==> src/rtl/led_mode_ctrl_if.sv <==
// Board-side key/LED signal bundle for led_mode_ctrl.
// The slave modport is the controller side; master is the board/bench side.
interface led_mode_ctrl_if;
    logic [1:0] key;
    logic [1:0] led;
    logic [2:0] mode;
    logic       speed_fast;

    modport master (output key, input led, input mode, input speed_fast);
    modport slave  (input key, output led, output mode, output speed_fast);
endinterface

==> src/rtl/led_mode_ctrl.sv <==
// Two-key LED controller: debounced KEY0 steps the display mode, KEY1 toggles
// blink speed; a shared half-period timer supplies the blink phase.
module led_mode_ctrl #(
    parameter logic [19:0] DEBOUNCE_MAX = 20'd1000000,
    parameter logic [24:0] BLINK_SLOW   = 25'd25000000,
    parameter logic [24:0] BLINK_FAST   = 25'd6250000
) (
    input  logic           sys_clk,
    input  logic           sys_rst_n,
    led_mode_ctrl_if.slave bus
);

    typedef enum logic [2:0] {
        S_OFF    = 3'd0,
        S_SINGLE = 3'd1,
        S_ALT    = 3'd2,
        S_SYNC   = 3'd3,
        S_ON     = 3'd4
    } mode_t;

    logic [1:0]  r_sync1;
    logic [1:0]  r_sync2;
    logic [1:0]  r_stable;
    logic [1:0]  r_press;
    logic [19:0] r_db_cnt [2];

    mode_t       r_state;
    mode_t       w_state_nxt;
    logic        r_speed_fast;
    logic [24:0] r_blink_cnt;
    logic        r_phase;
    logic [24:0] w_period;
    logic [1:0]  r_led;
    logic [1:0]  w_led_nxt;

    always_ff @(posedge sys_clk or negedge sys_rst_n) begin
        if (!sys_rst_n) begin
            r_sync1     <= '1;
            r_sync2     <= '1;
            r_stable    <= '1;
            r_press     <= '0;
            r_db_cnt[0] <= '0;
            r_db_cnt[1] <= '0;
        end else begin
            r_sync1 <= bus.key;
            r_sync2 <= r_sync1;
            for (int unsigned i = 0; i < 2; i++) begin
                r_press[i] <= 1'b0;
                if (r_sync2[i] != r_stable[i]) begin
                    if (r_db_cnt[i] == DEBOUNCE_MAX - 20'd1) begin
                        r_stable[i] <= r_sync2[i];
                        r_db_cnt[i] <= '0;
                        // A differing level of 0 means stable was 1: a press, never a release.
                        r_press[i]  <= ~r_sync2[i];
                    end else begin
                        r_db_cnt[i] <= r_db_cnt[i] + 20'd1;
                    end
                end else begin
                    r_db_cnt[i] <= '0;
                end
            end
        end
    end

    always_ff @(posedge sys_clk or negedge sys_rst_n) begin
        if (!sys_rst_n) begin
            r_state <= S_OFF;
        end else begin
            r_state <= w_state_nxt;
        end
    end

    always_comb begin
        w_state_nxt = r_state;
        case (r_state)
            S_OFF:    if (r_press[0]) w_state_nxt = S_SINGLE;
            S_SINGLE: if (r_press[0]) w_state_nxt = S_ALT;
            S_ALT:    if (r_press[0]) w_state_nxt = S_SYNC;
            S_SYNC:   if (r_press[0]) w_state_nxt = S_ON;
            S_ON:     if (r_press[0]) w_state_nxt = S_OFF;
            default:  w_state_nxt = S_OFF;
        endcase
    end

    assign w_period = r_speed_fast ? BLINK_FAST : BLINK_SLOW;

    // Any press restarts the blink from phase 0, overriding a wrap on the same edge.
    always_ff @(posedge sys_clk or negedge sys_rst_n) begin
        if (!sys_rst_n) begin
            r_speed_fast <= 1'b0;
            r_blink_cnt  <= '0;
            r_phase      <= 1'b0;
        end else begin
            if (r_press[1]) begin
                r_speed_fast <= ~r_speed_fast;
            end
            if (|r_press) begin
                r_blink_cnt <= '0;
                r_phase     <= 1'b0;
            end else if (r_blink_cnt == w_period - 25'd1) begin
                r_blink_cnt <= '0;
                r_phase     <= ~r_phase;
            end else begin
                r_blink_cnt <= r_blink_cnt + 25'd1;
            end
        end
    end

    always_comb begin
        w_led_nxt = 2'b00;
        case (r_state)
            S_SINGLE: w_led_nxt = {1'b0, r_phase};
            S_ALT:    w_led_nxt = r_phase ? 2'b10 : 2'b01;
            S_SYNC:   w_led_nxt = r_phase ? 2'b11 : 2'b00;
            S_ON:     w_led_nxt = 2'b11;
            default:  w_led_nxt = 2'b00;
        endcase
    end

    always_ff @(posedge sys_clk or negedge sys_rst_n) begin
        if (!sys_rst_n) begin
            r_led <= '0;
        end else begin
            r_led <= w_led_nxt;
        end
    end

    assign bus.led        = r_led;
    assign bus.mode       = r_state;
    assign bus.speed_fast = r_speed_fast;

endmodule

==> src/flat_wrapper.sv <==
// flat-port wrapper written by rule: the top's interface ports become plain ports
module led_mode_ctrl_flat 
#(
    parameter logic [19:0] DEBOUNCE_MAX = 20'd1000000,
    parameter logic [24:0] BLINK_SLOW   = 25'd25000000,
    parameter logic [24:0] BLINK_FAST   = 25'd6250000
)
  (sys_clk, sys_rst_n, bus_key, bus_led, bus_mode, bus_speed_fast);
  led_mode_ctrl_if bus_i ();
  input  logic sys_clk;
  input  logic sys_rst_n;
  input wire logic [$bits(bus_i.key)-1:0] bus_key;
  output wire logic [$bits(bus_i.led)-1:0] bus_led;
  output wire logic [$bits(bus_i.mode)-1:0] bus_mode;
  output wire logic [$bits(bus_i.speed_fast)-1:0] bus_speed_fast;
  assign bus_i.key = bus_key;
  assign bus_led = bus_i.led;
  assign bus_mode = bus_i.mode;
  assign bus_speed_fast = bus_i.speed_fast;
  led_mode_ctrl #(.DEBOUNCE_MAX(DEBOUNCE_MAX), .BLINK_SLOW(BLINK_SLOW), .BLINK_FAST(BLINK_FAST)) u_core (.sys_clk(sys_clk), .sys_rst_n(sys_rst_n), .bus(bus_i));
endmodule
==> config.mk <==
export PLATFORM = sky130hd
export DESIGN_NAME = led_mode_ctrl_flat
export DESIGN_NICKNAME = d
export VERILOG_FILES = /design/src/rtl/led_mode_ctrl_if.sv /design/src/rtl/led_mode_ctrl.sv /design/src/flat_wrapper.sv
export SDC_FILE = /design/constraint.sdc
export NUM_CORES = 1
export LEC_CHECK = 0
export ABC_AREA = 1
export BUFFER_PORTS_ARGS = -buffer_cell sky130_fd_sc_hd__buf_2
export CAP_MARGIN = 20
export CORE_MARGIN = 3
export CORE_UTILIZATION = 57
export CTS_CLUSTER_DIAMETER = 50
export DETAILED_ROUTE_END_ITERATION = 10
export PLACE_DENSITY = 0.81
export SYNTH_ARGS = -nofsm -noshare
export SYNTH_HDL_FRONTEND = slang
export SYNTH_SLANG_ARGS = --single-unit
==> constraint.sdc <==
create_clock -name sys_clk -period 2 [get_ports sys_clk]
set_input_delay 0.2 -clock sys_clk [delete_from_list [all_inputs] [get_ports sys_clk]]
set_output_delay 0.2 -clock sys_clk [all_outputs]
set_load 0.02 [all_outputs]
==> results of run 1 <==
state kept, by name (all words and copies together) (netlist names):
signal / flops
u_core.bus.speed_fast: 1
u_core.r_sync1: 2
u_core.r_press: 2
u_core.r_sync2: 2
u_core.r_db_cnt: 40
u_core.r_blink_cnt: 25
u_core.bus.led: 2
u_core.r_stable: 2
u_core.bus.mode: 3
u_core.r_phase: 1
synth_stat cells, types with 3 or more instances:
library cell | number | area [µm²]
ha_1 | 3 | 37.54
dfstp_2 | 6 | 157.7
dfrtp_1 | 74 | 1852
nor2_1 | 138 | 518.0
inv_1 | 55 | 206.5
nand2_1 | 126 | 473.0
xnor2_1 | 5 | 43.79
a21oi_1 | 7 | 35.03
nor2_2 | 19 | 118.9
xor2_1 | 30 | 262.8
o21bai_1 | 3 | 22.52
nand4_1 | 4 | 25.02
nand3_1 | 32 | 160.2
nand2_2 | 8 | 50.05
nor3b_1 | 3 | 22.52
o21ai_0 | 4 | 20.02
nor3_1 | 13 | 65.06
layer usage:
metal	track usage [%]	up-vias	share of wire (%)
met4	8.663	0	1.7
met2	34.37	75	47
met5	0	-	0
li1	-	1747	-
met3	4.348	12	5.2
met1	29.43	1618	46
stage by stage:
stage / hold slack, ns / setup WS [ns] / util [%] / power [mW]
global route: 0.3620 / 0.2099 / 66.15 / 2.974
finish: 0.3460 / 0.3755 / 66.15 / 2.854
CTS: 0.3597 / 0.3867 / 66.15 / 2.878
detailed placement: 0.2245 / 0.4031 / 62.98 / 1.753
global placement: 0.2188 / 0.4644 / 62.98 / 1.749
floorplan: -0.09559 / 0.5819 / - / 1.702
worst reg2reg max path, cell delays in order (launching register included):
cell and delay (ns):
dfrtp_1 0.37, ha_1 0.17, nand2_1 0.13, nor3_4 0.24, nand3_1 0.17, nand2_2 0.18, inv_1 0.11, nand2_1 0.09
nor2_1 0.04
area by class of cell:
type	instances	area [µm²]	share of cell area, %
clock buffers	11	151.4	3.261
clock inverters	5	41.29	0.8892
multi-input cells	409	1994	42.95
inverters	59	221.5	4.770
well taps	96	120.1	2.587
flip-flops and latches	80	2009	43.28
repair buffers	14	105.1	2.264
path summary, 6_finish.rpt:
check	start	end
max	u_core.r_db_cnt[0]$_DFF_PN0_	u_core.r_db_cnt[17]$_DFF_PN0_
min	sys_rst_n	u_core.bus.led[0]$_DFF_PN0_
max reg2reg	u_core.r_db_cnt[0]$_DFF_PN0_	u_core.r_db_cnt[17]$_DFF_PN0_
min reg2reg	u_core.r_sync1[1]$_DFF_PN1_	u_core.r_sync2[1]$_DFF_PN1_
max in group asynchronous	sys_rst_n	u_core.r_blink_cnt[24]$_DFF_PN0_
min in group sys_clk	u_core.r_sync1[1]$_DFF_PN1_	u_core.r_sync2[1]$_DFF_PN1_
cell families after synthesis:
| logic type | count (synthesis) |
|---|---|
| buf+inv | 60 |
| flops | 80 |
| xor+xnor | 35 |
| fa+ha+maj | 3 |
| simple gates | 354 |
| compound gates | 17 |
power by group:
group / switching [mW] / leakage (nW) / total (mW) / internal, mW
logic: 0.0566 / 0.916 / 0.0798 / 0.0232
registers: 0.00939 / 1.08 / 1.64 / 1.63
clock network: 0.607 / 0.0917 / 1.13 / 0.525
total: 0.673 / 2.09 / 2.85 / 2.18
cells in the final DEF (no fill, tap or decap), drive strengths merged:
| master | n |
|---|---|
| dfstp | 6 |
| buf | 11 |
| o21ai | 5 |
| xor2 | 30 |
| o21a | 1 |
| nor3 | 14 |
| or2 | 1 |
| clkinvlp | 2 |
| nand4 | 4 |
| dlygate4sd3 | 3 |
| a31oi | 1 |
| nand3 | 35 |
| nor4 | 2 |
| clkbuf | 11 |
| ha | 3 |
| nand2 | 135 |
| inv | 57 |
| nor2 | 158 |
| dfrtp | 74 |
| xnor2 | 5 |
| o21bai | 3 |
| nand3b | 1 |
| nor3b | 4 |
| clkinv | 5 |
| a21oi | 7 |
==> reports/summary.txt, run 1 <==
RSZ-0062 raised after global routing -> no
TritonCTS Buffers -> 9
Post-synth EDFFs -> 0
Core Rows -> 30
vias in the first global route -> 3323
post-DP HPWL -> 6199 µm
IO buf count -> 9
Synth Area in Simple Gates -> 36.65%
die area -> 8510 µm²
Mapped Cells -> 549
CTS H-Tree Depth -> 3
Crit path depth -> 8
#FFs+latches synth -> 80
vias per inst -> 5.122
first-pass GRT wire length -> 14810 µm
syn_nets -> 556
final clock skew -> 0.01490 ns
main combinational cell family by area after synthesis -> simple AND/OR/NAND/NOR gates
Wirelength per Cell -> 12.40 µm
largest net degree at the start of global routing -> 43
# hold bufs at CTS -> 3
Crit Path Max Fanout -> 8
IR drop worst, VDD -> 0.4297 mV
CP top delay family -> simple AND/OR/NAND/NOR gates
Post-CTS Setup Inserts -> 0
Tcrit/Tclk final -> 81.23%
WL final -> 8357 µm
routability cong. -> 0.9452
1st-iter DRT viols -> 171
crit-path cells -> ha_1 -> nand2_1 -> nor3_4 -> nand3_1 -> nand2_2 -> inv_1 -> nand2_1 -> nor2_1
post-synth cell types -> 32
final hold violation count -> 0
register area share after synthesis -> 47.39%
clock latency on the worst-skew pair -> 0.36 ns
Syn. warnings -> 0
crit path DAT -> 1.87 ns
max-cap violation count -> 0
CP required -> 2.25 ns
slowest CP cell -> dfrtp_1
Worst Setup End Kind -> flip-flop
Fill cells -> 580
Total GRT Usage -> 21.72%
P per Cell Area -> 614.6 nW/µm²
CTS max path bufs -> 2
post-synthesis cell area -> 4240 µm²
R2R cell count -> 8
crit path kind -> reg2reg
Most used DFF post-synth -> dfrtp_1
WP buf/inv -> 1
DRC Markers -> 0
Avg Cell Area, Syn -> 7.724 µm²
ant diodes -> 0
DR vias -> 3452
initial antenna violation count -> 0
Synth Area in Adders -> 0.8852%
Top cell by count, worst path -> nand2_1
post-layout min period -> 1.625 ns
synthesized-area fraction occupied by xor and xnor cells -> 7.229%
Post-CTS Resized -> 0
Largest stage delay, worst path -> 0.37 ns
Slew @ Worst Pin -> 0.5404 ns
Die Span Y -> 92.25 µm
Initial Utilization -> 60.41%
placed instance count -> 655
Max-Slew Margin vs Limit -> 63.97%
Ports -> 10
global route overflow -> 0
async set-reset flop share out of synthesis -> 100.0%
Initial DRT Pass Iterations -> 5
total placed instance area -> 4420 µm²
Pleak -> 2.085 nW
CTS tree -> yes
antenna viol nets, final -> 0
Worst-path clk slew -> 0.09 ns
Root Driver -> clkbuf_8
layout net count -> 580
Finished Layout Cells -> 674
final setup vio count -> 0
Area Growth Syn to Fin -> 9.501%
max frequency -> 0.6156 GHz
Slew Limit Fails -> 0
flop2flop setup slack -> 0.38 ns
final instance area -> 4643 µm²
run status -> finished, final reports clean
layout cells sized above 1 -> 12.11%
worst hold path class -> in2async
Die Wd -> 92.25 µm
Synth Area in Compound Gates -> 2.272%
clk sink count -> 80
core footprint -> 7019 µm²
total negative slack -> 0 ns
mux contribution to synthesized area -> 0%
CP Launch Type -> flip-flop
(Power assumes the default switching activity.)
==> run 2: changes to the inputs <==
--- a/config.mk
+++ b/config.mk
@@ -9,10 +9,10 @@
 export BUFFER_PORTS_ARGS = -buffer_cell sky130_fd_sc_hd__buf_2
 export CAP_MARGIN = 20
 export CORE_MARGIN = 3
-export CORE_UTILIZATION = 57
+export CORE_UTILIZATION = 56
 export CTS_CLUSTER_DIAMETER = 50
 export DETAILED_ROUTE_END_ITERATION = 10
-export PLACE_DENSITY = 0.81
+export PLACE_DENSITY = 0.82
 export SYNTH_ARGS = -nofsm -noshare
 export SYNTH_HDL_FRONTEND = slang
 export SYNTH_SLANG_ARGS = --single-unit
==> constraint.sdc (replaced) <==
create_clock -name sys_clk -period 1.4 [get_ports sys_clk]
set_input_delay 0.14 -clock sys_clk [delete_from_list [all_inputs] [get_ports sys_clk]]
set_output_delay 0.14 -clock sys_clk [all_outputs]
set_load 0.02 [all_outputs]
==> reports/summary.txt, run 2 (synthesis results as in run 1) <==
Met3 Wirelength -> 586 µm (was 432 µm)
layout cells sized above 1 -> 31.01% (was 12.11%)
Initial Utilization -> 58.15% (was 60.41%)
placed instance count -> 697 (was 655)
global route overflow -> 0 (unchanged)
DRT met1 WL -> 4363 µm (was 3836 µm)
Logic pwr share -> 4.0% (was 2.8%)
failing checks -> negative setup slack
Sw Pwr -> 1.062 mW (was 672.9 µW)
Die Wd -> 93.02 µm (was 92.25 µm)
Max-Slew Margin vs Limit -> 71.93% (was 63.97%)
die area -> 8652 µm² (was 8510 µm²)
Slew @ Worst Pin -> 0.4211 ns (was 0.5404 ns)
CTS H-Tree Depth -> 3 (unchanged)
Tcrit/Tclk final -> 111.0% (was 81.23%)
WL final -> 11060 µm (was 8357 µm)
Flop pwr share -> 50.4% (was 57.6%)
most frequent cells in the layout -> nor2_1 (112), nand2_1 (111), dfrtp_1 (73), inv_1 (51), buf_4 (47) (was nor2_1 (138), nand2_1 (126), dfrtp_1 (74), inv_1 (55), nand3_1 (32))
1st-iter DRT viols -> 273 (was 171)
core footprint -> 7292 µm² (was 7019 µm²)
DRC Markers -> 0 (unchanged)
final setup vio count -> 51 (was 0)
Setup WS post-layout -> -0.1543 ns (was 0.3755 ns)
FF+latch area -> 2011 µm² (was 2009 µm²)
FF-to-FF Start -> u_core.r_db_cnt[30]$_DFF_PN0_ (was u_core.r_db_cnt[0]$_DFF_PN0_)
ant diodes -> 0 (unchanged)
max reg flops -> 40 (unchanged)
Wirelength per Cell -> 15.13 µm (was 12.40 µm)
Pleak -> 2.500 nW (was 2.085 nW)
DR WL met2 -> 5615 µm (was 3942 µm)
P per Cell Area -> 852.4 nW/µm² (was 614.6 nW/µm²)
Fill cells -> 490 (was 580)
run status -> complete, but fails checks (was finished, final reports clean)
CP Launch Type -> flip-flop (unchanged)
largest net degree at the start of global routing -> 31 (was 43)
Final Power -> 4.677 mW (was 2.854 mW)
max frequency -> 0.6434 GHz (was 0.6156 GHz)
power share of the clock group -> 45.6% (was 39.6%)
routability cong. -> 0.9285 (was 0.9452)
clock latency on the worst-skew pair -> 0.36 ns (about the same)
Slew Limit Fails -> 0 (unchanged)
crit path kind -> reg2reg (unchanged)
area taken by multi-input logic gates -> 2326 µm² (was 1994 µm²)
DR vias -> 3939 (was 3452)
max-cap violation count -> 0 (unchanged)
IO buf count -> 9 (unchanged)
total negative slack -> -2.556 ns (was 0 ns)
Worst Setup End Kind -> flip-flop (unchanged)
worst hold path class -> in2async (unchanged)
post-layout min period -> 1.554 ns (was 1.625 ns)
first-pass GRT wire length -> 16650 µm (was 14810 µm)
TritonCTS Buffers -> 9 (unchanged)
CP required -> 1.64 ns (was 2.25 ns)
Finished Layout Cells -> 731 (was 674)
Total GRT Usage -> 24.51% (was 21.72%)
Top Layer Used -> met4 (unchanged)
crit path DAT -> 1.80 ns (was 1.87 ns)
Sw Ratio -> 22.70% (was 23.58%)
critical path launch point -> u_core.r_db_cnt[30]$_DFF_PN0_ (was u_core.r_db_cnt[0]$_DFF_PN0_)
initial antenna violation count -> 0 (unchanged)
CTS tree -> yes (unchanged)
CTS max path bufs -> 2 (unchanged)
Die Span Y -> 93.02 µm (was 92.25 µm)
Area Growth Syn to Fin -> 29.39% (was 9.501%)
IR drop worst, VDD -> 0.8546 mV (was 0.4297 mV)
Core Rows -> 31 (was 30)
vias per inst -> 5.389 (was 5.122)
layout net count -> 634 (was 580)
vias in the first global route -> 3716 (was 3323)
Biggest register -> u_core.r_db_cnt (unchanged)
final hold violation count -> 0 (unchanged)
Ports -> 10 (unchanged)
Root Driver -> clkbuf_8 (unchanged)
Crit Path Max Fanout -> 7 (was 8)
final clock skew -> 0.02176 ns (was 0.01490 ns)
clk sink count -> 80 (unchanged)
antenna viol nets, final -> 0 (unchanged)
post-DP HPWL -> 6606 µm (was 6199 µm)
Initial DRT Pass Iterations -> 7 (was 5)
Worst-path clk slew -> 0.10 ns (was 0.09 ns)
most common library cell in the layout ignoring fill and taps -> nor2_1 (unchanged)
internal power -> 3.615 mW (was 2.181 mW)
RSZ-0062 raised after global routing -> yes (was no)
run 2: changes by cell type in the layout (fill, tap and decap cells not counted), sizes merged:
cell,delta
buf,+54
bufinv,+3
clkbuf,-2
clkinv,-3
clkinvlp,-2
inv,+4
run 2: through the flow:
stage | worst slack [ns] | hold slack [ns] | area, µm² | utilization (%)
6_report | -0.1543 | 0.2564 | 5487 | 75.24
5_1_grt | -0.2514 | 0.2752 | 5487 | 75.24
4_1_cts | -0.04041 | 0.2587 | 5179 | 71.02
3_5_place_dp | -0.1181 | 0.1031 | 4737 | 64.96
3_3_place_gp | -0.03389 | 0.09654 | 4737 | 64.96
2_1_floorplan | 0.006025 | -0.1556 | 4248 | -
run 2: critical path, cell delays in order, from the launching register on:
cell and delay [ns]:
dfrtp_1 0.46, nor2_1 0.19, nand3_1 0.11, nor2_1 0.18, nand3_2 0.16, nand2_4 0.16, inv_4 0.06, nand2_1 0.08
nor2_1 0.05
run 2: metal layers:
metal  global-route usage, %  vias up
met2                   41.33      178
met4                   10.13        0
met5                       0        -
met3                   6.516       52
li1                        -     1851
met1                   29.81     1858
run 2: timing repair:
item                                    4_1_cts  5_1_grt
setup buffers                                 6        9
gates cloned                                  0        0
pin swaps                                    13       22
endpoints found under the setup margin       54       68
gates resized for setup                      33       66
hold buffers                                  3        0
endpoints found under the hold margin        30        0
run 2: worst paths after layout:
| path | to | slack, ns | cells after the start |
|---|---|---|---|
| worst min register to register | u_core.r_sync2[1]$_DFF_PN1_ | 0.36 | 0 |
| worst max-delay path | u_core.r_db_cnt[36]$_DFF_PN0_ | -0.15 | 8 |
| min in group sys_clk | u_core.r_sync2[1]$_DFF_PN1_ | 0.36 | 0 |
| worst min-delay path | u_core.r_phase$_DFFE_PN0P_ | 0.26 | 2 |
| max in group asynchronous | u_core.r_sync2[1]$_DFF_PN1_ | 0.59 | 3 |
| worst max register to register | u_core.r_db_cnt[36]$_DFF_PN0_ | -0.15 | 8 |
run 2: cell type report:
cell class	instances	area share [%]
clock buffers	9	2.258
clock inverters	7	2.281
inverters	59	4.082
multi-input cells	409	42.39
flip-flops and latches	80	36.65
well taps	99	2.258
repair buffers	68	10.08
run 2: power by group through the flow:
| stage | Combinational [mW] | Sequential [mW] | Clock, mW |
|---|---|---|---|
| CTS | 0.163 | 2.35 | 2.15 |
| finish | 0.187 | 2.36 | 2.13 |
| floorplan | 0.0417 | 2.39 | 0 |
| global placement | 0.129 | 2.39 | 0 |
| detailed placement | 0.135 | 2.39 | 0 |
| global route | 0.208 | 2.36 | 2.26 |
==> run 3: changes to the inputs <==
--- a/config.mk
+++ b/config.mk
@@ -9,10 +9,11 @@
 export BUFFER_PORTS_ARGS = -buffer_cell sky130_fd_sc_hd__buf_2
 export CAP_MARGIN = 20
 export CORE_MARGIN = 3
-export CORE_UTILIZATION = 56
+export CORE_UTILIZATION = 57
+export CTS_BUF_LIST = sky130_fd_sc_hd__clkbuf_2 sky130_fd_sc_hd__clkbuf_4 sky130_fd_sc_hd__clkbuf_8
 export CTS_CLUSTER_DIAMETER = 50
 export DETAILED_ROUTE_END_ITERATION = 10
-export PLACE_DENSITY = 0.82
+export PLACE_DENSITY = 0.84
 export SYNTH_ARGS = -nofsm -noshare
 export SYNTH_HDL_FRONTEND = slang
 export SYNTH_SLANG_ARGS = --single-unit
==> reports/summary.txt, run 3 (synthesis results as in run 1) <==
run status -> complete, but fails checks (unchanged)
failing checks -> negative setup slack (unchanged)
core footprint -> 7019 µm² (was 7292 µm²)
FF-to-FF Start -> u_core.r_db_cnt[1]$_DFF_PN0_ (was u_core.r_db_cnt[30]$_DFF_PN0_)
Logic pwr share -> 4.5% (was 4.0%)
Tcrit/Tclk final -> 115.5% (was 111.0%)
Total GRT Usage -> 24.97% (was 24.51%)
max-cap violation count -> 0 (unchanged)
total placed instance area -> 4801 µm² (was 4737 µm²)
Ports -> 10 (unchanged)
Largest stage delay, worst path -> 0.37 ns (was 0.46 ns)
CTS max path bufs -> 2 (unchanged)
slowest CP cell -> dfrtp_1 (unchanged)
most frequent cells in the layout -> nor2_1 (110), nand2_1 (107), dfrtp_1 (73), buf_4 (57), inv_1 (53) (was nor2_1 (112), nand2_1 (111), dfrtp_1 (73), inv_1 (51), buf_4 (47))
Biggest register -> u_core.r_db_cnt (unchanged)
critical path launch point -> u_core.r_db_cnt[1]$_DFF_PN0_ (was u_core.r_db_cnt[30]$_DFF_PN0_)
Sw Pwr -> 1.049 mW (was 1.062 mW)
DR vias -> 3984 (was 3939)
IR drop worst, VDD -> 0.6631 mV (was 0.8546 mV)
power share of the clock group -> 38.6% (was 45.6%)
Core Rows -> 30 (was 31)
final hold violation count -> 0 (unchanged)
routability cong. -> 0.9552 (was 0.9285)
Sw Ratio -> 25.32% (was 22.70%)
initial antenna violation count -> 0 (unchanged)
clock latency on the worst-skew pair -> 0.37 ns (was 0.36 ns)
WP buf/inv -> 1 (unchanged)
worst hold slack -> 0.1840 ns (was 0.2564 ns)
Initial DRT Pass Iterations -> 5 (was 7)
first-pass GRT wire length -> 16730 µm (was 16650 µm)
Top cell by count, worst path -> nand2_4 (was nor2_1)
Slew @ Worst Pin -> 0.3368 ns (was 0.4211 ns)
R2R cell count -> 8 (unchanged)
layout net count -> 644 (was 634)
reg2reg end -> u_core.r_db_cnt[16]$_DFF_PN0_ (was u_core.r_db_cnt[36]$_DFF_PN0_)
Slew Limit Fails -> 0 (unchanged)
antenna viol nets, final -> 0 (unchanged)
flop2flop setup slack -> -0.22 ns (was -0.15 ns)
Flop pwr share -> 56.8% (was 50.4%)
Die Span Y -> 92.25 µm (was 93.02 µm)
max frequency -> 0.6182 GHz (was 0.6434 GHz)
Pleak -> 2.531 nW (was 2.500 nW)
most common library cell in the layout ignoring fill and taps -> nor2_1 (unchanged)
crit path DAT -> 1.87 ns (was 1.80 ns)
Final Power -> 4.142 mW (was 4.677 mW)
1st-iter DRT viols -> 324 (was 273)
crit path kind -> reg2reg (unchanged)
Critical Path End -> u_core.r_db_cnt[16]$_DFF_PN0_ (was u_core.r_db_cnt[36]$_DFF_PN0_)
post-layout min period -> 1.618 ns (was 1.554 ns)
CP top delay family -> simple AND/OR/NAND/NOR gates (unchanged)
internal power -> 3.093 mW (was 3.615 mW)
Crit path depth -> 8 (unchanged)
Wirelength per Cell -> 15.14 µm (was 15.13 µm)
Setup WS post-layout -> -0.2176 ns (was -0.1543 ns)
global route overflow -> 0 (unchanged)
CP Launch Type -> flip-flop (unchanged)
TritonCTS Buffers -> 9 (unchanged)
clk sink count -> 80 (unchanged)
crit-path cells -> ha_2 -> nand2_4 -> nor3_4 -> nand3_2 -> nand2_4 -> inv_4 -> nand2_2 -> nor2_1 (was nor2_1 -> nand3_1 -> nor2_1 -> nand3_2 -> nand2_4 -> inv_4 -> nand2_1 -> nor2_1)
final setup vio count -> 50 (was 51)
Area Growth Syn to Fin -> 29.57% (was 29.39%)
largest net degree at the start of global routing -> 39 (was 31)
Worst-path clk slew -> 0.09 ns (was 0.10 ns)
WL final -> 11180 µm (was 11060 µm)
worst hold path class -> in2async (unchanged)
Crit Path Max Fanout -> 4 (was 7)
final clock skew -> 0.008098 ns (was 0.02176 ns)
max reg flops -> 40 (unchanged)
Worst Setup End Kind -> flip-flop (unchanged)
Root Driver -> clkbuf_8 (unchanged)
P per Cell Area -> 753.9 nW/µm² (was 852.4 nW/µm²)
ant diodes -> 0 (unchanged)
Initial Utilization -> 60.41% (was 58.15%)
vias per inst -> 5.398 (was 5.389)
Die Wd -> 92.25 µm (was 93.02 µm)
RSZ-0062 raised after global routing -> yes (unchanged)
CTS tree -> yes (unchanged)
Max-Slew Margin vs Limit -> 77.52% (was 71.93%)
CTS H-Tree Depth -> 3 (unchanged)
die area -> 8510 µm² (was 8652 µm²)
layout cells sized above 1 -> 32.24% (was 31.01%)
vias in the first global route -> 3636 (was 3716)
DRC Markers -> 0 (unchanged)
CP required -> 1.65 ns (was 1.64 ns)
IO buf count -> 9 (unchanged)
final instance area -> 5494 µm² (was 5487 µm²)
post-DP HPWL -> 6994 µm (was 6606 µm)
## run 3: cell count changes in the layout (fill, tap and decap cells not counted), sizes merged
cell / previous run / this run
clkinvlp: 0 / 2
clkbuf: 9 / 10
bufinv: 3 / 0
clkinv: 2 / 1
inv: 61 / 62
buf: 65 / 75
## run 3: stage by stage
step	cells	setup WS (ns)	util (%)	TNS [ns]
2_1_floorplan	549	0.006025	-	0
3_5_place_dp	703	-0.1055	68.40	-2.407
5_1_grt	738	-0.2510	78.27	-9.024
3_3_place_gp	703	-0.06809	68.40	-0.8360
6_report	738	-0.2176	78.27	-5.685
4_1_cts	727	-0.09177	73.83	-2.090
## run 3: layer usage
metal / GRT usage, % / vias to the layer above / wire (µm) / part of all wire, %
met4: 5.941 / 0 / 294 / 2.6
met5: 0 / - / 0 / 0
met3: 5.824 / 41 / 816 / 7.3
li1: - / 1869 / - / -
met1: 32.99 / 1890 / 4524 / 40
met2: 41.79 / 184 / 5540 / 50
## run 3: worst min-delay path by stage
stage	slack [ns]	cells after the start	startpoint	endpoint
5_1_grt	0.21	2	sys_rst_n	u_core.r_blink_cnt[17]$_DFF_PN0_
4_1_cts	0.18	2	sys_rst_n	u_core.r_blink_cnt[15]$_DFF_PN0_
2_1_floorplan	-0.16	0	sys_rst_n	u_core.bus.led[0]$_DFF_PN0_
3_5_place_dp	0.04	1	sys_rst_n	u_core.r_blink_cnt[15]$_DFF_PN0_
6_report	0.18	2	sys_rst_n	u_core.r_blink_cnt[15]$_DFF_PN0_
3_3_place_gp	0.04	1	sys_rst_n	u_core.r_blink_cnt[15]$_DFF_PN0_
## run 3: power groups by stage
stage          Clock [mW]  Combinational [mW]  Sequential (mW)
4_1_cts              1.61               0.170             2.35
3_5_place_dp            0               0.143             2.39
6_report             1.60               0.188             2.35
3_3_place_gp            0               0.139             2.39
5_1_grt              1.73               0.208             2.36
2_1_floorplan           0              0.0417             2.39
## run 3: cell type report
| class | count | area (µm²) |
|---|---|---|
| inverter | 59 | 226.5 |
| clock buffer | 10 | 131.4 |
| timing repair buffer | 78 | 628.1 |
| sequential | 80 | 2011 |
| fill | 426 | 1525 |
| tap | 96 | 120.1 |
| clock inverter | 6 | 50.05 |
| multi-input combinational | 409 | 2327 |
## run 3: what timing repair did
action                                  CTS  global route
pin swaps                                14            31
resized for setup                        40            64
setup buffers                             5            12
endpoints found under the setup margin   47            67
gates cloned                              0             0
hold buffers                              3             0
hold endpoints to repair                 78             0
